**config.mk**
```make
export PLATFORM = sky130hd
export DESIGN_NAME = uart_packet_parser
export DESIGN_NICKNAME = d
export VERILOG_FILES = /design/src/rtl/uart_alu_pkg.sv /design/src/rtl/uart_packet_parser.sv
export SDC_FILE = /design/constraint.sdc
export NUM_CORES = 1
export LEC_CHECK = 0
export ABC_CLOCK_PERIOD_IN_PS = 2020
export BUFFER_PORTS_ARGS = -buffer_cell sky130_fd_sc_hd__buf_2
export CORE_MARGIN = 8
export CORE_UTILIZATION = 25
export DETAILED_ROUTE_END_ITERATION = 8
export HOLD_SLACK_MARGIN = 0.12
export PLACE_DENSITY = 0.41
export SLEW_MARGIN = 10
export SYNTH_ARGS = -nofsm -noshare
export SYNTH_HDL_FRONTEND = slang
export SYNTH_SLANG_ARGS = --single-unit
```
**constraint.sdc**
```tcl
create_clock -name clk_i -period 2.02 [get_ports clk_i]
set_input_delay 0.404 -clock clk_i [delete_from_list [all_inputs] [get_ports clk_i]]
set_output_delay 0.404 -clock clk_i [all_outputs]
set_load 0.01 [all_outputs]
```
**src/rtl/uart_alu_pkg.sv**
```systemverilog
// Shared definitions for the uart_alu receive path: opcodes, header size,
// parser state encoding and error codes.
package uart_alu_pkg;

    localparam logic [7:0]  OP_ECHO     = 8'hEC;
    localparam logic [7:0]  OP_ADD32    = 8'hA0;
    localparam logic [7:0]  OP_MUL32    = 8'hA1;
    localparam logic [7:0]  OP_DIV32    = 8'hA2;

    // Header is opcode, reserved, length LSB, length MSB.
    localparam logic [15:0] HDR_BYTES_C = 16'd4;

    typedef enum logic [2:0] {
        HDR_OP,
        HDR_RSV,
        HDR_LEN_LO,
        HDR_LEN_HI,
        PAYLOAD,
        DRAIN
    } parser_state_e;

    typedef enum logic [1:0] {
        ERR_RSV     = 2'd0,
        ERR_LEN     = 2'd1,
        ERR_OPCODE  = 2'd2,
        ERR_TIMEOUT = 2'd3
    } err_code_e;

    function automatic logic is_known_op(input logic [7:0] op);
        return (op == OP_ECHO) || (op == OP_ADD32) ||
               (op == OP_MUL32) || (op == OP_DIV32);
    endfunction

endpackage

```
**src/rtl/uart_packet_parser.sv**
```systemverilog
// Splits the uart_rx byte stream into a 4-byte header (published as sideband)
// and a payload stream towards the ALU, with error detection and resync.
module uart_packet_parser
    import uart_alu_pkg::*;
#(
    parameter int datawidth_p      = 8,
    parameter int timeout_cycles_p = 4_000_000
) (
    input  logic                     clk_i,
    input  logic                     rst_i,
    input  logic [datawidth_p-1:0]   s_data_i,
    input  logic                     s_valid_i,
    output logic                     s_ready_o,
    output logic [datawidth_p-1:0]   opcode_o,
    output logic [2*datawidth_p-1:0] length_o,
    output logic                     pkt_valid_o,
    output logic [datawidth_p-1:0]   m_data_o,
    output logic                     m_valid_o,
    input  logic                     m_ready_i,
    output logic                     m_last_o,
    output logic                     err_o,
    output logic [1:0]               err_code_o
);

    localparam int              TO_W    = $clog2(timeout_cycles_p + 1);
    localparam logic [TO_W-1:0] TO_LAST = TO_W'(timeout_cycles_p - 1);

    parser_state_e              state_q, state_d;
    logic [15:0]                rem_q, rem_d;
    logic [datawidth_p-1:0]     op_q, op_d;
    logic [datawidth_p-1:0]     len_lo_q, len_lo_d;
    logic [2*datawidth_p-1:0]   len_w;
    logic [TO_W-1:0]            idle_q, idle_d;
    logic                       acc, timeout_hit;
    logic                       hdr_ok, err_set, load, load_last;
    err_code_e                  err_code_d;

    // Only the payload state can backpressure; the 1-entry output register
    // still accepts a new byte in the same cycle its old one drains.
    assign s_ready_o = !rst_i &&
                       ((state_q != PAYLOAD) || !m_valid_o || m_ready_i);
    assign acc       = s_valid_i && s_ready_o;
    assign len_w     = {s_data_i, len_lo_q};
    // An accepted byte always beats a timeout that expires in the same cycle.
    assign timeout_hit = (state_q != HDR_OP) && (idle_q == TO_LAST);

    // Next-state, header decode and error classification.
    always_comb begin
        state_d    = state_q;
        rem_d      = rem_q;
        op_d       = op_q;
        len_lo_d   = len_lo_q;
        hdr_ok     = 1'b0;
        err_set    = 1'b0;
        err_code_d = ERR_RSV;
        load       = 1'b0;
        load_last  = 1'b0;
        idle_d     = (acc || state_q == HDR_OP || timeout_hit) ?
                     '0 : idle_q + TO_W'(1);
        if (acc) begin
            case (state_q)
                HDR_OP: begin
                    op_d    = s_data_i;
                    state_d = HDR_RSV;
                end
                HDR_RSV: begin
                    if (s_data_i != '0) begin
                        err_set    = 1'b1;
                        err_code_d = ERR_RSV;
                        state_d    = HDR_OP;
                    end else begin
                        state_d = HDR_LEN_LO;
                    end
                end
                HDR_LEN_LO: begin
                    len_lo_d = s_data_i;
                    state_d  = HDR_LEN_HI;
                end
                HDR_LEN_HI: begin
                    if (len_w < HDR_BYTES_C) begin
                        err_set    = 1'b1;
                        err_code_d = ERR_LEN;
                        state_d    = HDR_OP;
                    end else begin
                        // Subtraction only happens once len >= 4, so no wrap.
                        rem_d = len_w - HDR_BYTES_C;
                        if (!is_known_op(op_q)) begin
                            err_set    = 1'b1;
                            err_code_d = ERR_OPCODE;
                            state_d    = (rem_d == '0) ? HDR_OP : DRAIN;
                        end else begin
                            hdr_ok  = 1'b1;
                            state_d = (rem_d == '0) ? HDR_OP : PAYLOAD;
                        end
                    end
                end
                PAYLOAD: begin
                    load      = 1'b1;
                    load_last = (rem_q == 16'd1);
                    rem_d     = rem_q - 16'd1;
                    if (rem_q == 16'd1) state_d = HDR_OP;
                end
                DRAIN: begin
                    rem_d = rem_q - 16'd1;
                    if (rem_q == 16'd1) state_d = HDR_OP;
                end
                default: state_d = HDR_OP;
            endcase
        end else if (timeout_hit) begin
            err_set    = 1'b1;
            err_code_d = ERR_TIMEOUT;
            state_d    = HDR_OP;
        end
    end

    // Parser state, counters and registered header/error sideband.
    always_ff @(posedge clk_i) begin
        if (rst_i) begin
            state_q     <= HDR_OP;
            rem_q       <= '0;
            op_q        <= '0;
            len_lo_q    <= '0;
            idle_q      <= '0;
            opcode_o    <= '0;
            length_o    <= '0;
            pkt_valid_o <= 1'b0;
            err_o       <= 1'b0;
            err_code_o  <= '0;
        end else begin
            state_q     <= state_d;
            rem_q       <= rem_d;
            op_q        <= op_d;
            len_lo_q    <= len_lo_d;
            idle_q      <= idle_d;
            pkt_valid_o <= hdr_ok;
            err_o       <= err_set;
            if (hdr_ok) begin
                opcode_o <= op_q;
                length_o <= len_w;
            end
            if (err_set) err_code_o <= err_code_d;
        end
    end

    // Payload output register: holds data/last stable until the sink accepts.
    always_ff @(posedge clk_i) begin
        if (rst_i) begin
            m_valid_o <= 1'b0;
            m_data_o  <= '0;
            m_last_o  <= 1'b0;
        end else if (load) begin
            m_valid_o <= 1'b1;
            m_data_o  <= s_data_i;
            m_last_o  <= load_last;
        end else if (m_valid_o && m_ready_i) begin
            m_valid_o <= 1'b0;
            m_last_o  <= 1'b0;
        end
    end

endmodule

```
==> impl_results.md <==
* Max cap viols at 0
* PwrDens at 663 nW/um^2
* Vias per cell at 4.87
* Met3 Wirelength at 613 microns
* First-pass GRT wire length at 21.7 mm
* Most frequent cells in the layout: dfxtp_1, nor2_1, buf_4, buf_2, mux2i_1
* Die Footprint at 23,000 sq um
* Worst path arrival time at 2.17 ns
* Post-synthesis cell area at 4610 sq um
* Final Hold Viols at 0
* Setup-failing EPs final at 0
* RSZ-0062 raised after global routing: true
* Non-Filler Instances at 862
* Top sig layer: met4
* Inst Count DP at 836
* Ys flop type: dfxtp_1
* Max VDD drop at 0.405 mV
* Critical path's slowest cell: dfxtp_2
* Combinational share of power at 0.056
* CTS Hold Bufs at 0
* Sequential share of the synthesized area at 0.413
* Setup Skew at 0.00958 ns
* Post-synth EDFFs at 0
* Die width at 152 microns
* CTS clock-pin slew for the worst setup and hold paths at 0.07 ns
* Final WL at 14.0 mm
* Fin crit share at 0.973
* Detailed-route wire length per cell at 16.3 microns
* Adder-Cell Fraction of Synth Area at 0.0136
* Metal1 wirelength at 6.51 mm
* Worst Hold Depth at 3
* Reg2Reg Depth at 10
* FF+latch count, synth at 95
* Commonest non-fill, non-tap cell in the layout: dfxtp_1
* Critical path class: reg2reg
* Ports at 51
* Syn avg cell area at 8.58 sq um
* Leak at 2.39 nW
* H-tree levels at 3
* Finished Cell Area at 6060 sq um
* Worst-margin pin slew at 0.808 ns
* Slew Viols, Final at 0
* Met2 routed WL at 6.72 mm
* Total placed instance area at 5460 sq um
* Max incr delay on CP at 0.33 ns
* Placement Rows at 49
* Flop pwr share at 0.472
* Clock buffer depth at 2
* Layout cell share with drive strength beyond 1 at 0.254
* GPL Wtd Cong at 0.833
* Clk_lat worst skew at 0.35 ns
* Starting density of the core at 0.256
* Main combinational cell family by area after synthesis: simple AND/OR/NAND/NOR gates
* Internal cell power at 3.10 mW
* DR vias at 4,196
* Hold_ws at 0.421 ns
* Die Span Y at 152 microns
* XOR/XNOR Fraction of Synth Area at 0.0570
* Async SR Flop Fraction at 0
* DRT antenna net count at 0
* Status: finished, final reports clean
* CP max FO at 7
* CORE AREA at 18,000 sq um
* Compound-cell area share of the yosys netlist at 0.128
* Ys Warns at 0
* GR Overflow Total at 0
* # port buffers at 50
* Clock power share at 0.472
* GRT Total Usage at 0.120
* Layout Nets at 645
* Post-detail-place hpwl at 9.79 mm
* Crit start category: register
* Worst EP required at 2.23 ns
* Area share of and/or/nand/nor cells after synthesis at 0.241
* Mux cell area share after synthesis at 0.0980
* Fmax at 509 MHz
* Cell breakdown of the critical path: inv_2 -> ha_4 -> nor3b_4 -> buf_6 -> and4_4 -> nor4_4 -> buf_4 -> buf_12 -> mux2i_2 -> nor2_1
* Area grow syn2layout at 31.5%
* Sink Count at 95
* Hold Path Class: in2reg
* Psw at 912 uW
* Inserted Clock Buffers at 9
* Drt drc at 0
* Vias in the first global route at 4,105
* Ant diodes at 0
* Initial antenna violation count at 0
* Switching share of total power at 0.227
* Initial drt markers at 238
* TritonCTS clock tree: built
* Library cells used by synthesis at 56
* Element type at the critical path end: register
* Post-Syn Nets at 554
* Slew HR at 0.461
* Drt first pass iters at 5
* Largest net degree at the start of global routing at 75
* Tmin final at 1.96 ns
* Clock tree root buffer cell: clkbuf_16
* Mapped Cells at 537
-- metal layers --
metal | track usage | vias to the layer above
met4 | 0.0426 | 0
met5 | 0 | -
met3 | 0.0356 | 12
met2 | 0.196 | 86
li1 | - | 2087
met1 | 0.148 | 2011
-- area by class of cell --
cell class / count / area (sq um)
flip-flops and latches: 95 / 1910
fillers: 1906 / 12000
multi-input cells: 390 / 2580
inverters: 15 / 56.3
repair buffers: 117 / 902
clock inverters: 6 / 90.1
well taps: 229 / 287
clock buffers: 10 / 239
-- registers in the layout, indices dropped and copies added (netlist names) --
name and flops:
state_q 3, idle_q 22, length_o 16, rem_q 16
m_data_o 8, op_q 8, len_lo_q 8, err_code_o 2
opcode_o 8, pkt_valid_o 1, m_last_o 1, m_valid_o 1
err_o 1
-- worst max-delay path: cells and delay by family (launching register included) --
family | cells | cell delay, ns
fa+ha+maj | 1 | 0.15
buf+inv | 4 | 0.50
flops | 1 | 0.33
mux | 1 | 0.20
simple gates | 4 | 0.63
-- through the flow --
step	setup TNS, ns	setup slack [ns]	util	power (mW)
2_1_floorplan	0	0.00886	-	2.06
3_3_place_gp	-2.23	-0.0810	0.303	2.16
3_5_place_dp	-3.57	-0.167	0.303	2.16
4_1_cts	-0.0827	-0.0135	0.321	4.10
5_1_grt	-0.639	-0.0562	0.336	4.17
6_report	0	0.0554	0.336	4.01
-- path summary, 6_finish.rpt --
check / end / start / slack, ns
worst max-delay path: length_o[11]$_SDFFE_PP0P_ / len_lo_q[3]$_SDFFE_PP0P_ / 0.06
worst min-delay path: op_q[3]$_SDFFE_PP0P_ / s_data_i[3] / 0.42
worst max register to register: length_o[11]$_SDFFE_PP0P_ / len_lo_q[3]$_SDFFE_PP0P_ / 0.06
worst min register to register: idle_q[0]$_SDFF_PP0_ / idle_q[0]$_SDFF_PP0_ / 0.46
-- synth_stat cells, types with 2 or more instances --
master / instances / share of area
inv_1: 15 / 0.012
and4_1: 3 / 0.0057
o22ai_1: 2 / 0.0027
nand2_1: 25 / 0.020
nand4_1: 10 / 0.014
nor3b_1: 5 / 0.0081
nand3_1: 18 / 0.020
and4b_1: 2 / 0.0043
buf_2: 16 / 0.017
nor4b_1: 4 / 0.0076
o31a_1: 2 / 0.0038
or4_1: 2 / 0.0033
mux2i_1: 44 / 0.096
nand2b_1: 5 / 0.0068
a31oi_1: 5 / 0.0068
o21ai_0: 22 / 0.024
and2_1: 3 / 0.0041
a311oi_1: 2 / 0.0038
or3_1: 3 / 0.0041
nor2b_1: 4 / 0.0054
buf_6: 2 / 0.0049
o31ai_1: 3 / 0.0049
o32ai_1: 3 / 0.0057
o311ai_0: 2 / 0.0038
a21oi_1: 31 / 0.034
and3_1: 7 / 0.0095
clkbuf_1: 18 / 0.015
nor4_1: 10 / 0.014
nand3b_1: 6 / 0.0098
nor2_1: 89 / 0.073
dfxtp_1: 95 / 0.41
xnor2_1: 16 / 0.030
xor2_1: 14 / 0.027
a211oi_1: 3 / 0.0049
o211ai_1: 5 / 0.0081
a211o_1: 2 / 0.0038
ha_1: 5 / 0.014
nor3_1: 16 / 0.017
-- logic make-up after synthesis --
group	after synthesis
adder cells (fa/ha/maj)	5
XOR/XNOR	30
AND/OR/NAND/NOR	217
AO/OA/AOI/OAI	93
flip-flops	95
multiplexers	45
buffers and inverters	52
-- power by group through the flow --
stage	registers, mW	clock network (mW)	logic (mW)
floorplan	1.93	0	0.123
CTS	1.89	1.98	0.222
global placement	1.94	0	0.221
detailed placement	1.94	0	0.222
finish	1.89	1.89	0.224
global route	1.90	2.04	0.242
-- timing repair --
action	in CTS	in global routing
gates cloned	0	4
endpoints found under the setup margin	42	73
pin swaps	0	7
resized for setup	1	31
setup buffers	0	6
Power figures use the tool's default switching activity.
